===== config.mk =====
export PLATFORM = sky130hd
export DESIGN_NAME = vec_mem_sequencer
export DESIGN_NICKNAME = d
export VERILOG_FILES = /design/src/rtl/vec_mem_sequencer.sv
export SDC_FILE = /design/constraint.sdc
export NUM_CORES = 1
export LEC_CHECK = 0
export ABC_AREA = 1
export CAP_MARGIN = 15
export CORE_ASPECT_RATIO = 2
export CORE_MARGIN = 2
export CORE_UTILIZATION = 45
export DETAILED_ROUTE_END_ITERATION = 7
export PLACE_DENSITY = 0.76
export SETUP_SLACK_MARGIN = 0.05
export SYNTH_ARGS = -nofsm -noshare
export SYNTH_HDL_FRONTEND = slang
export SYNTH_SLANG_ARGS = --single-unit

===== constraint.sdc =====
create_clock -name clk -period 2.7 [get_ports clk]
set_clock_uncertainty 0.05 [all_clocks]
set_input_delay 0.675 -clock clk [delete_from_list [all_inputs] [get_ports clk]]
set_output_delay 0.675 -clock clk [all_outputs]
set_load 0.01 [all_outputs]

===== src/rtl/vec_mem_sequencer.sv =====
`default_nettype none
// ============================================================================
//  Module   : vec_mem_sequencer
//  Brief    : Serialises load/store vector and scalar instructions onto a
//             single element-wide data-memory port and reports completion
//             through mem_rdy so the control block can stall around it.
//  Revision : 1.0  initial release
// ============================================================================
module vec_mem_sequencer #(
  parameter int LANES   = 8,
  parameter int ELEM_W  = 8,
  parameter int ADDR_W  = 16,
  parameter int MEM_LAT = 1
) (
  input  logic                      clk,
  input  logic                      rst_n,
  input  logic                      cl_mem_st,
  input  logic [1:0]                cl_mem_op,
  input  logic [ADDR_W-1:0]         base_addr,
  input  logic [LANES*ELEM_W-1:0]   vec_wdata,
  input  logic [ELEM_W-1:0]         esc_wdata,
  output logic                      mem_rdy,
  output logic                      busy,
  output logic [LANES*ELEM_W-1:0]   vec_rdata,
  output logic [ELEM_W-1:0]         esc_rdata,
  output logic [ADDR_W-1:0]         dmem_addr,
  output logic                      dmem_we,
  output logic [ELEM_W-1:0]         dmem_wdata,
  input  logic [ELEM_W-1:0]         dmem_rdata
);

  localparam int c_LANE_W = (LANES > 1) ? $clog2(LANES) : 1;
  localparam int c_WCNT_W = $clog2(MEM_LAT + 1);

  typedef enum logic [2:0] {
    ST_IDLE     = 3'd0,
    ST_RD_ISSUE = 3'd1,
    ST_RD_WAIT  = 3'd2,
    ST_WR       = 3'd3,
    ST_DONE     = 3'd4
  } state_t;

  state_t                    r_state;
  logic [c_LANE_W-1:0]       r_lane;
  logic [c_WCNT_W-1:0]       r_wcnt;
  logic                      r_scalar;
  logic [ADDR_W-1:0]         r_base;
  logic [LANES*ELEM_W-1:0]   r_vdata;
  logic [ELEM_W-1:0]         r_sdata;
  logic                      r_mem_rdy;
  logic                      r_busy;
  logic [LANES*ELEM_W-1:0]   r_vec_rdata;
  logic [ELEM_W-1:0]         r_esc_rdata;
  logic [ADDR_W-1:0]         r_dmem_addr;
  logic                      r_dmem_we;
  logic [ELEM_W-1:0]         r_dmem_wdata;

  logic                      w_last;
  logic [c_LANE_W-1:0]       w_lane_nxt;
  logic [ADDR_W-1:0]         w_addr_nxt;
  logic [ELEM_W-1:0]         w_wdata_nxt;

  // Next-element bookkeeping; scalar ops are a single element at lane 0,
  // and the address wraps modulo 2^ADDR_W by plain truncation.
  always_comb begin
    w_last      = r_scalar || (r_lane == c_LANE_W'(LANES - 1));
    w_lane_nxt  = r_lane + c_LANE_W'(1);
    w_addr_nxt  = r_base + ADDR_W'(w_lane_nxt);
    w_wdata_nxt = r_vdata[int'(w_lane_nxt)*ELEM_W +: ELEM_W];
  end

  // Sequencer FSM with all outputs registered.
  always_ff @(posedge clk) begin
    if (!rst_n) begin
      r_state      <= ST_IDLE;
      r_lane       <= '0;
      r_wcnt       <= '0;
      r_scalar     <= 1'b0;
      r_base       <= '0;
      r_vdata      <= '0;
      r_sdata      <= '0;
      r_mem_rdy    <= 1'b1;
      r_busy       <= 1'b0;
      r_vec_rdata  <= '0;
      r_esc_rdata  <= '0;
      r_dmem_addr  <= '0;
      r_dmem_we    <= 1'b0;
      r_dmem_wdata <= '0;
    end else begin
      case (r_state)
        ST_IDLE: begin
          if (cl_mem_st) begin
            r_scalar    <= cl_mem_op[0];
            r_base      <= base_addr;
            r_vdata     <= vec_wdata;
            r_sdata     <= esc_wdata;
            r_lane      <= '0;
            r_mem_rdy   <= 1'b0;
            r_busy      <= 1'b1;
            r_dmem_addr <= base_addr;
            if (cl_mem_op[1]) begin
              r_state <= ST_RD_ISSUE;
            end else begin
              // First store element goes out straight from the inputs since
              // the latches are being loaded on this same edge.
              r_state      <= ST_WR;
              r_dmem_we    <= 1'b1;
              r_dmem_wdata <= cl_mem_op[0] ? esc_wdata : vec_wdata[ELEM_W-1:0];
            end
          end
        end

        ST_RD_ISSUE: begin
          r_state <= ST_RD_WAIT;
          r_wcnt  <= c_WCNT_W'(MEM_LAT);
        end

        ST_RD_WAIT: begin
          if (r_wcnt == c_WCNT_W'(1)) begin
            r_wcnt <= '0;
            if (r_scalar) begin
              r_esc_rdata <= dmem_rdata;
            end else begin
              r_vec_rdata[int'(r_lane)*ELEM_W +: ELEM_W] <= dmem_rdata;
            end
            if (w_last) begin
              r_state   <= ST_DONE;
              r_mem_rdy <= 1'b1;
              r_busy    <= 1'b0;
            end else begin
              r_state     <= ST_RD_ISSUE;
              r_lane      <= w_lane_nxt;
              r_dmem_addr <= w_addr_nxt;
            end
          end else begin
            r_wcnt <= r_wcnt - c_WCNT_W'(1);
          end
        end

        ST_WR: begin
          if (w_last) begin
            r_state   <= ST_DONE;
            r_dmem_we <= 1'b0;
            r_mem_rdy <= 1'b1;
            r_busy    <= 1'b0;
          end else begin
            r_lane       <= w_lane_nxt;
            r_dmem_addr  <= w_addr_nxt;
            r_dmem_wdata <= w_wdata_nxt;
          end
        end

        // One cycle with cl_mem_st ignored so a held request cannot retrigger.
        ST_DONE: begin
          r_state <= ST_IDLE;
        end

        default: begin
          r_state   <= ST_IDLE;
          r_dmem_we <= 1'b0;
          r_mem_rdy <= 1'b1;
          r_busy    <= 1'b0;
        end
      endcase
    end
  end

  assign mem_rdy    = r_mem_rdy;
  assign busy       = r_busy;
  assign vec_rdata  = r_vec_rdata;
  assign esc_rdata  = r_esc_rdata;
  assign dmem_addr  = r_dmem_addr;
  assign dmem_we    = r_dmem_we;
  assign dmem_wdata = r_dmem_wdata;

endmodule
`default_nettype wire


==> metrics <==
maximum number of pins on one net before global-route repair 118; Avg Vias per Cell 5.44; Yosys top cell area share 44.9%; number of global-route vias before repair 7946; number of DRC violations after detailed routing 0; postcts setup bufs 0; arithmetic-cell share of the synthesized area counting full adders, half adders and majority gates 1.29%; fin crit period 2360 ps; type of origin of the critical path flip-flop; flip-flop and latch count after synthesis 187; crit path kind reg2reg; ratio of final minimum period to clock period 87.3%; max-cap check violation count 0; number of buffer cells added on primary ports 199; design internal power 5.63 mW; Synth area leader sky130_fd_sc_hd__dfxtp_1; # H-tree levels 4; Cell Area, Synth 8330 sq um; Setup TNS Final 0 ps; wire length of the first global-routing pass 40.0 mm; clock slew at the register clock pins of the worst setup and hold paths 70 ps; area fraction in compound gates after synthesis 21.8%; fraction of power spent switching nets 37.5%; Critical Path Sink Type flip-flop; Core Util, Final 60.8%; cell chosen for the clock root sky130_fd_sc_hd__clkbuf_16; y dimension of the die 196 um; starting density of the core 45.7%; Post-Synthesis Mean Instance Area 7.32 sq um; most frequently used flop master after synthesis sky130_fd_sc_hd__dfxtp_1; synthesized instance count 1138; final number of max-transition violations 0; Ports 200; WL per Instance 16.4 um; most frequent cell after synthesis sky130_fd_sc_hd__a21oi_1; proportion of synthesized flip-flops having asynchronous set or reset 0%; final estimated routing congestion in global placement 0.891; number of failing setup endpoints in the final timing report 0; clock insertion delay at the later pin of the skew report 430 ps; floorplan die width 100 um; clock sink total 187; share of synthesized area spent on multiplexers 0.961%; delay of the slowest cell on the worst path 390 ps; worst vdd ir 0.520 mV; Detailed Routing Iterations Pass 1 5; std cell rows 70; count of routing violations after the opening detailed-route iteration 468; routed via count 8382; Required @ worst endpoint 2970 ps; count of nets left with antenna violations after detail routing 0; area inside the core boundary 18200 sq um; half-perimeter wire length after detailed placement 18.7 mm; total of hold buffers inserted after clock tree synthesis 0; XOR/XNOR Fraction of Synth Area 0.315%; Unique masters post-synth 33; type of the tightest min-delay check reg2reg; Relative slew margins 32.6%; Total Nets Final 1421; cell types occupying the most area after synthesis sky130_fd_sc_hd__dfxtp_1 (45%), sky130_fd_sc_hd__a21oi_1 (12%), sky130_fd_sc_hd__o21ai_0 (8.3%), sky130_fd_sc_hd__nor2_1 (6.0%), sky130_fd_sc_hd__nand3_1 (5.6%); GRT Residual Overflow 0; cells traversed along the worst timing path inv_2 -> ha_1 -> inv_2 -> fa_1 -> inv_1 -> nand2_1 -> a21oi_1 -> nand2_1 -> nand2_1 -> nand3_1 -> nand2_1 -> a21oi_2; maximum clock frequency 424 MHz; largest family of logic cells by synthesized area simple AND/OR/NAND/NOR gates; most instantiated cells after synthesis sky130_fd_sc_hd__a21oi_1 (196), sky130_fd_sc_hd__dfxtp_1 (187), sky130_fd_sc_hd__o21ai_0 (138); TritonCTS clock tree built; share of synthesized cell area in and, or, nand and nor gates 22.9%; total of cells resized after clock tree synthesis 0; Clock Power Share 26.7%; wirelength, routed 25.3 mm; GRT Resource Usage Total 25.8%; Antenna diodes 0; outcome finished, final reports clean; layout overhead on the synthesized area 32.8%; fraction of the yosys area taken by sequential cells 44.9%; maximum clock insertion buffer count 2; cell with the biggest individual delay on the critical path sky130_fd_sc_hd__dfxtp_1; number of antenna violations at the first check in global routing 0; ratio of cells with drive above 1 in the final layout 8.30%; Least-Margin Pin Slew 1010 ps; power density over the cells 814 nW/um^2; static leakage power 4.21 nW; floorplan die area 19700 sq um; setup repair after global routing missed its margin no; nets in the synthesized netlist 1247; Switch Pwr 3.38 mW; number of warnings printed during yosys synthesis 0; part of the power in combinational logic 33.9%; TritonCTS buffer count 17; endpoint arrival time on the critical path 2620 ps; sequential power share 39.4%; crit-path max FO 4; most frequent cell on the critical path sky130_fd_sc_hd__nand2_1; hold violation total from the final report 0; count of flip-flops with a built-in enable after synthesis 0
power groups by stage:
stage | combinational (mW) | sequential [mW] | clock (mW)
finish | 3.06 | 3.55 | 2.41
global route | 3.39 | 3.60 | 2.55
CTS | 3.05 | 3.54 | 2.44
detailed placement | 3.04 | 3.60 | 0
global placement | 2.98 | 3.59 | 0
floorplan | 1.97 | 3.59 | 0
metal layers:
metal	GRT usage [%]	up-vias	routed length (um)
met3	3.30	87	1050
met4	16.4	0	1480
met1	27.1	3823	9040
li1	-	4169	-
met5	0	-	0
met2	47.3	303	13800
final cells by class:
| type | instances | area [sq um] |
|---|---|---|
| multi-input combinational | 791 | 3950 |
| clock inverter | 12 | 108 |
| fill | 1668 | 7150 |
| tap | 216 | 270 |
| timing repair buffer | 223 | 2190 |
| clock buffer | 20 | 457 |
| sequential | 187 | 3740 |
| inverter | 92 | 350 |
placed cells by master (no fill, tap or decap), types with 10 or more instances in the layout:
cell,count
sky130_fd_sc_hd__o21ai_0,138
sky130_fd_sc_hd__dfxtp_1,187
sky130_fd_sc_hd__a21oi_1,195
sky130_fd_sc_hd__nand2_2,15
sky130_fd_sc_hd__nand3_1,94
sky130_fd_sc_hd__nor2_1,134
sky130_fd_sc_hd__o21ai_1,19
sky130_fd_sc_hd__clkbuf_16,17
sky130_fd_sc_hd__buf_4,22
sky130_fd_sc_hd__inv_1,79
sky130_fd_sc_hd__clkdlybuf4s50_1,198
sky130_fd_sc_hd__nor3_1,19
sky130_fd_sc_hd__nand2_1,116
sky130_fd_sc_hd__inv_2,10
final timing paths:
path                 start             to  slack, ps  depth (start not counted)
max              r_lane[0]  dmem_addr[14]        340                         12
min          vec_rdata[28]  vec_rdata[28]        400                          2
max reg2reg      r_lane[0]  dmem_addr[14]        340                         12
min reg2reg  vec_rdata[28]  vec_rdata[28]        400                          2
kinds of logic (layout without fill, tap and decap cells):
kind of cell    Yosys count  in the layout
compound gates          360            360
xor+xnor                  3              3
fa+ha+maj                 8              8
buf+inv                 160            347
flops                   187            187
mux                       8              8
simple gates            412            412
through the flow:
step / cells / total power, mW / setup slack, ps / hold slack, ps / cell area (sq um)
2_1_floorplan: 1138 / 5.56 / 63.4 / 379 / 8340
3_3_place_gp: 1509 / 6.57 / 410 / 382 / 10500
3_5_place_dp: 1509 / 6.64 / 382 / 394 / 10500
4_1_cts: 1541 / 9.03 / 370 / 405 / 11100
5_1_grt: 1541 / 9.54 / 155 / 419 / 11100
6_report: 1541 / 9.01 / 343 / 401 / 11100
critical path, delay by kind of cell, from the launching register on:
family                   cells  cell delay (ps)
adder cells (fa/ha/maj)      2              740
flip-flops                   1              390
buffers and inverters        3              230
AND/OR/NAND/NOR              5              490
AO/OA/AOI/OAI                2              350
sequential cells by signal (all words and copies together), names as in the netlist, 3 cells and up:
| register | cells |
|---|---|
| vec_rdata | 64 |
| esc_rdata | 8 |
| r_vdata | 64 |
| r_state | 3 |
| r_base | 16 |
| dmem_wdata | 8 |
| dmem_addr | 16 |
| r_lane | 3 |
(Power assumes the default switching activity.)
